[config.mk]
export PLATFORM = sky130hd
export DESIGN_NAME = wasm_run_monitor
export DESIGN_NICKNAME = d
export VERILOG_FILES = /design/src/rtl/wasm_run_monitor.sv
export SDC_FILE = /design/constraint.sdc
export NUM_CORES = 1
export LEC_CHECK = 0
export ABC_AREA = 1
export BUFFER_PORTS_ARGS = -buffer_cell sky130_fd_sc_hd__buf_4
export CORE_MARGIN = 10
export CORE_UTILIZATION = 45
export DETAILED_ROUTE_END_ITERATION = 10
export GPL_ROUTABILITY_DRIVEN = 1
export PLACE_DENSITY = 0.67
export SLEW_MARGIN = 20
export SYNTH_ARGS = -nofsm -noshare
export SYNTH_HDL_FRONTEND = slang
export SYNTH_SLANG_ARGS = --single-unit
[constraint.sdc]
create_clock -name i_clk -period 2.3 [get_ports i_clk]
set_clock_uncertainty 0.2 [all_clocks]
set_input_delay 0.69 -clock i_clk [delete_from_list [all_inputs] [get_ports i_clk]]
set_output_delay 0.69 -clock i_clk [all_outputs]
set_load 0.005 [all_outputs]
[src/rtl/wasm_run_monitor.sv]
// Run monitor for a WASM core: times one program run in clock cycles,
// counts per-channel events while running, and reports how the run ended
// (finished, timed out or faulted). All counters saturate, never wrap.

// One event channel: a saturating counter cleared at run start.
module wasm_evt_lane #(
  parameter int CNT_W = 32
) (
  input  logic             clk,
  input  logic             rst_n,
  input  logic             clr,
  input  logic             inc,
  output logic [CNT_W-1:0] cnt,
  output logic             ovf
);
  localparam logic [CNT_W-1:0] CNT_MAX = '1;

  // Flags an increment that is dropped because the counter is already full.
  assign ovf = inc && (cnt == CNT_MAX);

  // Counter: cleared on run start, saturating increment otherwise.
  always_ff @(posedge clk or negedge rst_n) begin
    if (!rst_n)             cnt <= '0;
    else if (clr)           cnt <= '0;
    else if (inc && !ovf)   cnt <= cnt + 1'b1;
  end
endmodule

module wasm_run_monitor #(
  parameter int CNT_W   = 32,
  parameter int N_EVT   = 4,
  parameter int TIMEOUT = 1000
) (
  input  logic                   i_clk,
  input  logic                   i_rst_n,
  input  logic                   i_start,
  input  logic                   i_finish,
  input  logic                   i_error,
  input  logic                   i_clear,
  input  logic [N_EVT-1:0]       i_evt,
  output logic [2:0]             o_state,
  output logic                   o_busy,
  output logic                   o_done,
  output logic [CNT_W-1:0]       o_cycle_cnt,
  output logic [N_EVT*CNT_W-1:0] o_evt_cnt,
  output logic                   o_sat
);
  typedef enum logic [2:0] {
    IDLE  = 3'd0,
    RUN   = 3'd1,
    DONE  = 3'd2,
    TMO   = 3'd3,
    FAULT = 3'd4
  } state_t;

  localparam logic [CNT_W-1:0] CNT_MAX = '1;
  // A limit that does not fit in the counter can never be reached, so the
  // watchdog is simply left off in that case.
  localparam bit               TMO_EN  = (TIMEOUT != 0) && ($clog2(TIMEOUT + 1) <= CNT_W);
  localparam logic [CNT_W-1:0] TMO_LIM = CNT_W'(TIMEOUT);

  state_t                       state;
  logic [CNT_W-1:0]             cycle_cnt;
  logic [N_EVT-1:0][CNT_W-1:0]  evt_cnt;
  logic [N_EVT-1:0]             evt_inc;
  logic [N_EVT-1:0]             evt_ovf;
  logic                         start_ok;
  logic                         run_live;
  logic                         tmo_hit;

  // Run-start and live-run qualifiers shared by all counters. A clear in RUN
  // freezes everything, so events on that edge are not counted.
  always_comb begin
    start_ok = (state == IDLE) && i_start && !i_clear;
    run_live = (state == RUN) && !i_clear;
    tmo_hit  = TMO_EN && (cycle_cnt == TMO_LIM);
    evt_inc  = run_live ? i_evt : '0;
  end

  genvar k;
  generate
    for (k = 0; k < N_EVT; k++) begin : g_lane
      wasm_evt_lane #(.CNT_W(CNT_W)) u_lane (
        .clk   (i_clk),
        .rst_n (i_rst_n),
        .clr   (start_ok),
        .inc   (evt_inc[k]),
        .cnt   (evt_cnt[k]),
        .ovf   (evt_ovf[k])
      );
    end
  endgenerate

  // Run FSM with cycle counter, sticky saturation flag and registered flags.
  always_ff @(posedge i_clk or negedge i_rst_n) begin
    if (!i_rst_n) begin
      state     <= IDLE;
      cycle_cnt <= '0;
      o_sat     <= 1'b0;
      o_done    <= 1'b0;
      o_busy    <= 1'b0;
    end else begin
      o_done <= 1'b0;
      if (|evt_ovf) o_sat <= 1'b1;
      case (state)
        IDLE: begin
          if (start_ok) begin
            state     <= RUN;
            cycle_cnt <= '0;
            o_sat     <= 1'b0;
            o_busy    <= 1'b1;
          end
        end
        RUN: begin
          if (i_clear) begin
            state  <= IDLE;
            o_busy <= 1'b0;
          end else if (i_error) begin
            state  <= FAULT;
            o_done <= 1'b1;
            o_busy <= 1'b0;
          end else if (i_finish) begin
            state  <= DONE;
            o_done <= 1'b1;
            o_busy <= 1'b0;
          end else if (tmo_hit) begin
            state  <= TMO;
            o_done <= 1'b1;
            o_busy <= 1'b0;
          end else if (cycle_cnt == CNT_MAX) begin
            o_sat <= 1'b1;
          end else begin
            cycle_cnt <= cycle_cnt + 1'b1;
          end
        end
        DONE, TMO, FAULT: begin
          if (i_clear) state <= IDLE;
        end
        default: begin
          state  <= IDLE;
          o_busy <= 1'b0;
        end
      endcase
    end
  end

  assign o_state     = state;
  assign o_cycle_cnt = cycle_cnt;
  assign o_evt_cnt   = evt_cnt;
endmodule
==> results of run 1 <==
## metal layers
layer	wire length (microns)	share of wire, %
met5	0	0
met4	986	2.4
met3	2600	6.4
met2	19500	48
met1	17400	43
## how the worst max path moves through the flow
stage / startpoint / end / slack [ns]
final: g_lane[3].u_lane.cnt[1]$_DFFE_PN0P_ / g_lane[3].u_lane.cnt[30]$_DFFE_PN0P_ / 0.1
after global routing: g_lane[1].u_lane.cnt[0]$_DFFE_PN0P_ / g_lane[1].u_lane.cnt[14]$_DFFE_PN0P_ / 0.002
after CTS: o_cycle_cnt[0]$_DFFE_PN0P_ / o_cycle_cnt[17]$_DFFE_PN0P_ / 0.04
after detailed placement: i_clear / g_lane[2].u_lane.cnt[7]$_DFFE_PN0P_ / -0.06
after global placement: i_clear / g_lane[2].u_lane.cnt[30]$_DFFE_PN0P_ / -0.008
after floorplan: i_clear / g_lane[3].u_lane.cnt[4]$_DFFE_PN0P_ / 0.28
## area by class of cell
type	instances	share of cell area, %
tap	330	2.87
sequential	166	28.8
clock buffer	17	2.95
timing repair buffer	257	14.6
inverter	166	4.40
multi-input combinational	1419	45.3
clock inverter	13	1.02
## timing repair
| item | CTS | global route |
|---|---|---|
| hold buffers | 1 | 0 |
| endpoints found under the setup margin | 0 | 45 |
| buffers inserted | 0 | 2 |
| gates resized for setup | 0 | 9 |
| hold endpoints to repair | 12 | 0 |
## synthesized netlist by cell type (13+ instances only)
| cell | instances | area share [%] |
|---|---|---|
| o21ai_1 | 13 | 0.56 |
| buf_2 | 24 | 1.0 |
| nand2_2 | 25 | 1.4 |
| nor3_1 | 38 | 1.6 |
| xnor2_1 | 13 | 0.98 |
| dfrtp_1 | 166 | 36 |
| a21oi_1 | 16 | 0.69 |
| inv_1 | 153 | 5.0 |
| nand4_1 | 75 | 4.1 |
| o21ai_0 | 81 | 3.5 |
| nand3_1 | 120 | 5.2 |
| xor2_1 | 25 | 1.9 |
| nor2_1 | 314 | 10 |
| nor2_2 | 16 | 0.87 |
| nand2_1 | 617 | 20 |
| o31ai_1 | 15 | 0.97 |
| a21o_1 | 13 | 0.84 |
## registers in the layout (all words and copies together), names as in the netlist
signal	count
g_lane.u_lane.cnt	128
o_cycle_cnt	32
o_state	3
o_busy	1
o_done	1
o_sat	1
## critical path: stages, from the launching register on
cell and delay (ns):
dfrtp_1 0.40, ha_2 0.24, nand2_2 0.09, nor2_2 0.14, nand2_1 0.14, nor2_2 0.16
nand2_1 0.10, nand2_4 0.15, nand2_2 0.08, buf_4 0.19, nand3_1 0.08, o21ai_0 0.07
## power groups by stage
stage	clock, uW	sequential (uW)	combinational [uW]
after global routing	3110	3400	3950
after CTS	2980	3360	3580
after global placement	0	3410	3530
after floorplan	0	3410	2060
after detailed placement	0	3410	3560
final	2940	3370	3620
## logic make-up after synthesis
family / Yosys count / synth area share, %
and+or+nand+nor: 1232 / 45.9
buffers and inverters: 208 / 7.81
xor gates and xnor gates: 38 / 2.88
adders and majority gates: 6 / 0.649
DFF: 166 / 35.9
AOI/OAI and AO/OA: 143 / 6.90
## per-stage QoR
stage	hold WS, ns	instances	setup TNS, ns	worst slack [ns]
after global routing	0.385	2368	0	0.00243
after floorplan	0.194	1793	0	0.284
after CTS	0.355	2366	0	0.0443
after detailed placement	0.334	2335	-0.711	-0.0578
after global placement	0.323	2335	-0.0347	-0.00838
final	0.344	2368	0	0.0979
==> impl_metrics.py, run 1 <==
metrics = {
    "power": {
        "power.internal_uw": 5990,
        "switching_share_pct": 39.6,
        "p_total_uw": 9930,
        "vdd.ir_drop.worst_mv": 0.462,
        "p_clk_share_pct": 29.6,
        "p_switching_uw": 3940,
        "pwr-share-comb_pct": 36.4,
        "power_leakage_uw": 0.00661,
        "powerDensity_nw_per_um2": 689,
        "p_seq_share_pct": 33.9,
    },
    "place": {
        "place.gp.congestion": 0.968,
        "portBuffers": 175,
        "dp_hpwl_microns": 31400,
        "placed_area_sq_um": 13800,
    },
    "layout": {
        "most-common-layout-cells": "nand2_1 (617), nor2_1 (311), buf_4 (242)",
        "syn2layout_area_growth_pct": 24.5,
        "multiInputGateArea_sq_um": 6530,
        "diodes": 0,
        "layout.nets": 2043,
        "utilization_pct": 57.0,
        "layout_commonest_cell": "nand2_1",
        "fin_area_sq_um": 14400,
        "drive_above_1_share_pct": 18.0,
        "seq_area_sq_um": 4150,
        "fillers": 2571,
    },
    "sta": {
        "fmax_mhz": 454,
        "slew_headroom_pct": 68.7,
        "drv_slew": 0,
        "fin_crit_sh_pct": 95.7,
        "timing.final.crit_period_ns": 2.20,
        "setup_viol": 0,
        "max_slew.worst_pin.slew_ns": 0.468,
        "final_hold_viol_count": 0,
        "rsz0062_at_grt": "false",
    },
    "critical_path": {
        "cp.arrival_ns": 2.30,
        "worst_setup_path_start_kind": "register",
        "path_class": "register to register",
        "r2r_end": "g_lane[3].u_lane.cnt[30]$_DFFE_PN0P_",
        "regToRegSetupSlack_ns": 0.1,
        "timing.rr.start": "g_lane[3].u_lane.cnt[1]$_DFFE_PN0P_",
        "cp-end-kind": "register",
        "critPathRequiredTime_ns": 2.40,
        "cp_max_fo": 11,
        "rr_worst_depth": 11,
    },
    "floorplanning": {
        "pin_count": 176,
        "row_count": 58,
        "die_h_microns": 180,
        "start_util_pct": 45.8,
        "die_area_sq_um": 32500,
        "die_x_microns": 180,
        "core_area_sq_um": 25300,
    },
    "synth": {
        "synth.avg_cell_area_sq_um": 6.45,
        "synth_cell_types": 38,
        "synth_seq_cells": 166,
        "ys_warn_count": 0,
        "synth_edf_count": 0,
        "synth_nets": 1809,
        "synthesis.area_sq_um": 11600,
        "synth-main-ff-cell": "dfrtp_1",
        "synth_cells": 1793,
        "ys_async_sr_fraction_pct": 100,
        "yosysSeqAreaShare_pct": 35.9,
    },
    "worst_hold_path": {
        "hold_class": "register to register",
        "hp-start": "g_lane[1].u_lane.cnt[1]$_DFFE_PN0P_",
        "holdPathStages": 2,
        "hold_end": "g_lane[1].u_lane.cnt[1]$_DFFE_PN0P_",
    },
    "global_routing": {
        "grt.busiest_layer": "met2",
        "first_global_vias": 12424,
        "grt_pass1_wl_microns": 66000,
        "grt_max_degree": 53,
        "grtUsageMet1_pct": 30.6,
        "grt_use_met2_pct": 41.5,
        "antenna_found_initial": 0,
        "grtUsageMet3_pct": 4.54,
        "grt_use_total_pct": 24.5,
        "overflow": 0,
    },
    "drt": {
        "firstDrtPassIters": 6,
        "drc": 0,
        "drt-total-wl_microns": 40400,
        "antenna_left": 0,
        "post_drt_wl_per_cell_microns": 17.1,
        "drt_iter0_markers": 1059,
        "via_count": 12581,
        "via_per_inst": 5.31,
    },
    "clocking": {
        "clock-sinks": 166,
        "cts_tree": "built",
        "clock-root-buffer": "clkbuf_16",
        "clk_latency_ns": 0.43,
        "cts.clk_slew.worst_paths_ns": 0.08,
        "max-clock-path-buffers": 2,
        "numCtsBuffers": 17,
        "htree_levels": 4,
    },
    "outcome": {
        "status": "finished clean",
    },
    "run": {
        "maxCapViolations": 0,
    },
}
Note: power is estimated with default switching activity, not from simulation.
==> run 2, diff against run 1 <==
Settings changed: CORE_UTILIZATION 45 to 59, PLACE_DENSITY 0.67 to 0.83, SYNTH_HIERARCHICAL set to 1.
==> run 2 against run 1 <==
Register-to-register slack better by 0.07 ns. Sequential power about the same. Via count is 1.5% higher.
==> impl_metrics.py, run 2 <==
metrics = {
    "synth": {
        "synth_cell_types": 31,
        "synth_top_area_share_pct": 35.2,
        "yosysSeqAreaShare_pct": 35.2,
        "synth_seq_cells": 166,
        "synth_compound_area_share_pct": 2.98,
        "yosys.area_share.xor_xnor_pct": 3.79,
        "ys_async_sr_fraction_pct": 100,
        "synth_edf_count": 0,
        "yosys.area.top_type": "dfrtp_1",
        "synth_common_cells": "nand2_1 (790), nor2_1 (339), nand3_1 (183)",
        "ys_warn_count": 6,
        "synth_nets": 1917,
        "synthSimpleGateAreaFrac_pct": 49.9,
        "synth.avg_cell_area_sq_um": 6.21,
        "synth-main-ff-cell": "dfrtp_1",
        "yosys.area_share.adder_pct": 0.636,
        "yosysMostFrequentCell": "nand2_1",
        "synthesis.area_sq_um": 11800,
        "yosys-top-cells-area": "dfrtp_1 (35%), nand2_1 (25%), nor2_1 (11%)",
        "synth_top_family_by_area": "simple AND/OR/NAND/NOR gates",
        "synth_cells": 1901,
        "synth.area.mux_share_pct": 0,
    },
    "power": {
        "power_leakage_uw": 0.00700,
        "vdd.ir_drop.worst_mv": 0.672,
        "pwr-share-comb_pct": 29.1,
        "p_clk_share_pct": 32.0,
        "p_seq_share_pct": 38.9,
        "switching_share_pct": 38.3,
        "power.internal_uw": 5290,
        "powerDensity_nw_per_um2": 607,
        "p_switching_uw": 3280,
    },
    "global_routing": {
        "overflow": 0,
        "grt_pass1_wl_microns": 59300,
        "first_global_vias": 12135,
        "antenna_found_initial": 0,
        "grt_use_total_pct": 27.0,
        "grt_max_degree": 54,
    },
    "sta": {
        "setup_viol": 0,
        "slew_headroom_pct": 67.2,
        "fin_crit_sh_pct": 92.7,
        "timing.final.crit_period_ns": 2.13,
        "max_slew.worst_pin.slew_ns": 0.489,
        "final_hold_viol_count": 0,
        "drv_slew": 0,
        "rsz0062_at_grt": "true",
        "setup_slack_ns": 0.168,
        "fmax_mhz": 469,
    },
    "floorplanning": {
        "row_count": 51,
        "die_h_microns": 161,
        "die_x_microns": 161,
        "die_area_sq_um": 26100,
        "core_area_sq_um": 19600,
        "start_util_pct": 60.2,
        "pin_count": 176,
    },
    "layout": {
        "top_register": "g_lane.u_lane/cnt",
        "largest_reg_flops": 128,
        "drive_above_1_share_pct": 15.1,
        "diodes": 0,
        "layout.nets": 2110,
        "most-common-layout-cells": "nand2_1 (790), nor2_1 (334), buf_4 (209)",
        "layout_commonest_cell": "nand2_1",
        "fillers": 1722,
        "layoutNonFillerInstCount": 2372,
        "syn2layout_area_growth_pct": 19.7,
    },
    "drt": {
        "drt_iter0_markers": 1094,
        "antenna_left": 0,
        "firstDrtPassIters": 5,
        "via_per_inst": 5.38,
        "post_drt_wl_per_cell_microns": 15.0,
        "drt-total-wl_microns": 35500,
        "via_count": 12768,
        "drc": 0,
    },
    "clocking": {
        "cts_tree": "built",
        "max-clock-path-buffers": 2,
        "cts.clk_slew.worst_paths_ns": 0.06,
        "htree_levels": 4,
        "clk_latency_ns": 0.44,
        "clock-sinks": 166,
        "clock-root-buffer": "clkbuf_16",
        "numCtsBuffers": 17,
    },
    "outcome": {
        "status": "finished clean",
    },
    "critical_path": {
        "path_class": "register to register",
        "cp-end-kind": "register",
        "worst_setup_path_start_kind": "register",
        "cp_max_fo": 33,
        "rr_worst_depth": 9,
        "cp.arrival_ns": 2.30,
        "critPathRequiredTime_ns": 2.47,
    },
    "place": {
        "portBuffers": 175,
        "place_ws_ns": -0.0260,
        "dp_hpwl_microns": 26300,
        "placedCellCount": 2334,
        "place.gp.congestion": 0.947,
    },
    "worst_hold_path": {
        "holdPathStages": 3,
        "hold_class": "primary input to register",
    },
    "run": {
        "maxCapViolations": 0,
    },
}
==> run 2: cell type report <==
cell class                      instances  area [sq um]  area share (%)
Multi-Input combinational cell       1532          6790            48.1
Sequential cell                       166          4160            29.4
Timing Repair Buffer                  217          1690            12.0
Inverter                              160           611            4.32
Clock buffer                           17           425            3.01
Tap cell                              265           332            2.35
Clock inverter                         15           116           0.824
==> run 2: cells by family (layout without fill, tap and decap cells) <==
group | count (synthesis) | count (layout)
fa+ha+maj | 6 | 6
buf+inv | 203 | 409
compound gates | 69 | 69
flops | 166 | 166
simple gates | 1406 | 1406
xor+xnor | 51 | 51
==> run 2: power groups by stage <==
stage / logic [uW] / registers, uW / clock network [uW]
after floorplan: 1540 / 3340 / 0
after global placement: 2350 / 3380 / 0
after detailed placement: 2410 / 3380 / 0
after CTS: 2420 / 3330 / 2770
after global routing: 2760 / 3350 / 2910
final: 2490 / 3340 / 2740
==> run 2: path summary, 6_finish.rpt <==
| kind | from | endpoint | slack (ns) |
|---|---|---|---|
| worst max-delay path | o_state[2]$_DFFE_PN0P_ | o_cycle_cnt[1]$_DFFE_PN0P_ | 0.17 |
| worst max register to register | o_state[2]$_DFFE_PN0P_ | o_cycle_cnt[1]$_DFFE_PN0P_ | 0.17 |
| max in group asynchronous | i_rst_n | o_cycle_cnt[21]$_DFFE_PN0P_ | 0.82 |
| worst min register to register | o_busy$_DFFE_PN0P_ | o_busy$_DFFE_PN0P_ | 0.35 |
| min in group asynchronous | i_rst_n | g_lane[1].u_lane/cnt[6]$_DFFE_PN0P_ | 0.48 |
| worst min-delay path | i_error | o_state[2]$_DFFE_PN0P_ | 0.32 |
==> run 2: critical path, cell delays in order (launching register included) <==
cell and delay [ns]:
dfrtp_1 0.42, nor2_2 0.20, nand2_1 0.11, buf_4 0.26
o21ai_0 0.24, nand2_2 0.10, inv_2 0.13, buf_6 0.21
nand3b_1 0.12, nand2_1 0.08
==> run 2: routing by layer <==
layer | global-route usage (%) | up-vias | part of all wire, %
met5 | 0 | - | 0
met4 | 9.31 | 0 | 2.6
met3 | 5.67 | 78 | 8.2
met2 | 44.8 | 565 | 48
met1 | 34.2 | 5838 | 41
li1 | - | 6287 | -
==> run 2: what timing repair did <==
action,CTS,global route
hold buffers,1,0
endpoints found under the setup margin,0,101
hold endpoints to repair,20,0
gates resized for setup,0,12
setup buffers,0,5
==> run 2: through the flow <==
stage                     util [%]  hold slack (ns)  TNS (ns)  power [uW]  area, sq um
final                         72.1            0.322         0        8580        14100
after global routing          72.1            0.325  -0.00356        9030        14100
after CTS                     71.7            0.305         0        8530        14100
after detailed placement      68.9            0.326    -0.126        5790        13500
after global placement        68.9            0.334         0        5730        13500
after floorplan                  -            0.194         0        4880        11800
==> run 3, diff against run 2 <==
--- a/constraint.sdc
+++ b/constraint.sdc
@@ -4,2 +4,2 @@
 set_output_delay 0.69 -clock i_clk [all_outputs]
-set_load 0.005 [all_outputs]
+set_load 0.05 [all_outputs]
==> run 3 against run 2 <==
Final cell count is 0.13% lower. Routed wire length is 1.8% higher. Sequential power hardly changed. Global-route usage is 0.12 points higher. Critical path type unchanged. Largest power group unchanged.
==> impl_metrics.py, run 3 (synthesized netlist as in run 2, its figures left out) <==
metrics = {
    "floorplanning": {
        "start_util_pct": 60.2,
        "row_count": 51,
        "die_h_microns": 161,
        "die_area_sq_um": 26100,
        "die_x_microns": 161,
        "pin_count": 176,
        "core_area_sq_um": 19600,
    },
    "run": {
        "maxCapViolations": 0,
    },
    "sta": {
        "max_slew.worst_pin.slew_ns": 0.569,
        "drv_slew": 0,
        "fmax_mhz": 459,
        "final_hold_viol_count": 0,
        "slew_headroom_pct": 61.9,
        "timing.final.crit_period_ns": 2.18,
        "fin_crit_sh_pct": 94.7,
        "tns_ns": 0,
        "fin_hold_ws_ns": 0.311,
        "setup_viol": 0,
    },
    "power": {
        "vdd.ir_drop.worst_mv": 0.653,
        "powerDensity_nw_per_um2": 665,
        "power_leakage_uw": 0.00702,
    },
    "place": {
        "placed_area_sq_um": 13500,
        "portBuffers": 175,
        "placedCellCount": 2332,
        "place.gp.congestion": 0.982,
        "dp_hpwl_microns": 26500,
    },
    "clocking": {
        "clk_latency_ns": 0.43,
        "max-clock-path-buffers": 2,
        "cts_tree": "built",
        "numCtsBuffers": 17,
        "clock-root-buffer": "clkbuf_16",
        "cts.clk_slew.worst_paths_ns": 0.07,
        "htree_levels": 4,
        "clock-sinks": 166,
    },
    "layout": {
        "seq_area_sq_um": 4160,
        "largest_reg_flops": 128,
        "layoutNonFillerInstCount": 2369,
        "multiInputGateArea_sq_um": 6790,
        "most-common-layout-cells": "nand2_1 (790), nor2_1 (336), buf_4 (204)",
        "drive_above_1_share_pct": 15.2,
        "top_register": "g_lane.u_lane/cnt",
        "layout.nets": 2107,
        "layout_commonest_cell": "nand2_1",
        "diodes": 0,
        "syn2layout_area_growth_pct": 20.3,
        "fin_area_sq_um": 14200,
        "fillers": 1675,
    },
    "global_routing": {
        "overflow": 0,
        "antenna_found_initial": 0,
        "grt_use_total_pct": 27.1,
        "first_global_vias": 12209,
        "grt_max_degree": 39,
        "grt_pass1_wl_microns": 59700,
    },
    "critical_path": {
        "regToRegSetupSlack_ns": 0.12,
        "timing.rr.start": "o_state[2]$_DFFE_PN0P_",
        "crit_start": "o_state[2]$_DFFE_PN0P_",
        "crit_path_end": "g_lane[0].u_lane/cnt[26]$_DFFE_PN0P_",
        "path_class": "register to register",
        "cp.arrival_ns": 2.35,
        "r2r_end": "g_lane[0].u_lane/cnt[26]$_DFFE_PN0P_",
        "worst_setup_path_start_kind": "register",
        "cp_max_fo": 15,
        "critPathRequiredTime_ns": 2.47,
        "rr_worst_depth": 10,
        "cp-end-kind": "register",
    },
    "drt": {
        "via_per_inst": 5.42,
        "antenna_left": 0,
        "drt-total-wl_microns": 36100,
        "post_drt_wl_per_cell_microns": 15.2,
        "drc": 0,
        "firstDrtPassIters": 5,
        "via_count": 12836,
        "drt_iter0_markers": 1180,
    },
    "worst_hold_path": {
        "hp-start": "i_error",
        "hold_class": "primary input to register",
    },
    "outcome": {
        "status": "finished clean",
    },
}
==> run 3: repair_timing <==
action / 4_1_cts / 5_1_grt
hold endpoints to repair: 8 / 0
hold buffers: 1 / 0
gates resized for setup: 0 / 12
buffers inserted: 0 / 4
endpoints found under the setup margin: 0 / 117
==> run 3: report_power, final <==
group	internal, uW	switching, uW
registers	3100	251
clock network	1710	1300
logic	800	2280
total	5610	3840
==> run 3: area by class of cell <==
class,instances,share of cell area [%]
clock buffer,20,3.29
clock inverter,12,0.996
inverter,160,4.31
multi-input combinational,1532,47.8
sequential,166,29.3
tap,265,2.34
timing repair buffer,214,11.9
==> run 3: through the flow <==
stage,utilization (%),power [uW],setup slack [ns]
2_1_floorplan,-,5470,0.00828
3_3_place_gp,69.0,6340,0.0325
3_5_place_dp,69.0,6400,-0.0208
4_1_cts,72.1,9390,0.00263
5_1_grt,72.5,9850,-0.0191
6_report,72.5,9440,0.123
==> run 3: layer usage <==
layer / vias to the layer above / track usage (%) / wire length (microns)
met1: 5915 / 34.3 / 15200
met2: 535 / 45.6 / 17200
met4: 0 / 9.26 / 952
met3: 88 / 5.08 / 2790
li1: 6298 / - / -
met5: - / 0 / 0
==> run 3: worst max-delay path: stages (launching register included) <==
cell     delay [ns]
dfrtp_2        0.45
nor2_2         0.20
nand2_1        0.12
nor2_1         0.16
inv_2          0.12
nor2_2         0.17
inv_1          0.09
a21oi_1        0.13
buf_4          0.24
nand4_1        0.14
nand2_1        0.09
==> run 3: worst min path at each step <==
stage / endpoint / cells after the start / slack (ns)
3_5_place_dp: o_busy$_DFFE_PN0P_ / 2 / 0.31
6_report: o_state[2]$_DFFE_PN0P_ / 3 / 0.31
5_1_grt: o_state[2]$_DFFE_PN0P_ / 3 / 0.34
2_1_floorplan: g_lane[0].u_lane/cnt[0]$_DFFE_PN0P_ / 0 / 0.19
4_1_cts: o_state[2]$_DFFE_PN0P_ / 3 / 0.30
3_3_place_gp: g_lane[1].u_lane/cnt[1]$_DFFE_PN0P_ / 2 / 0.33
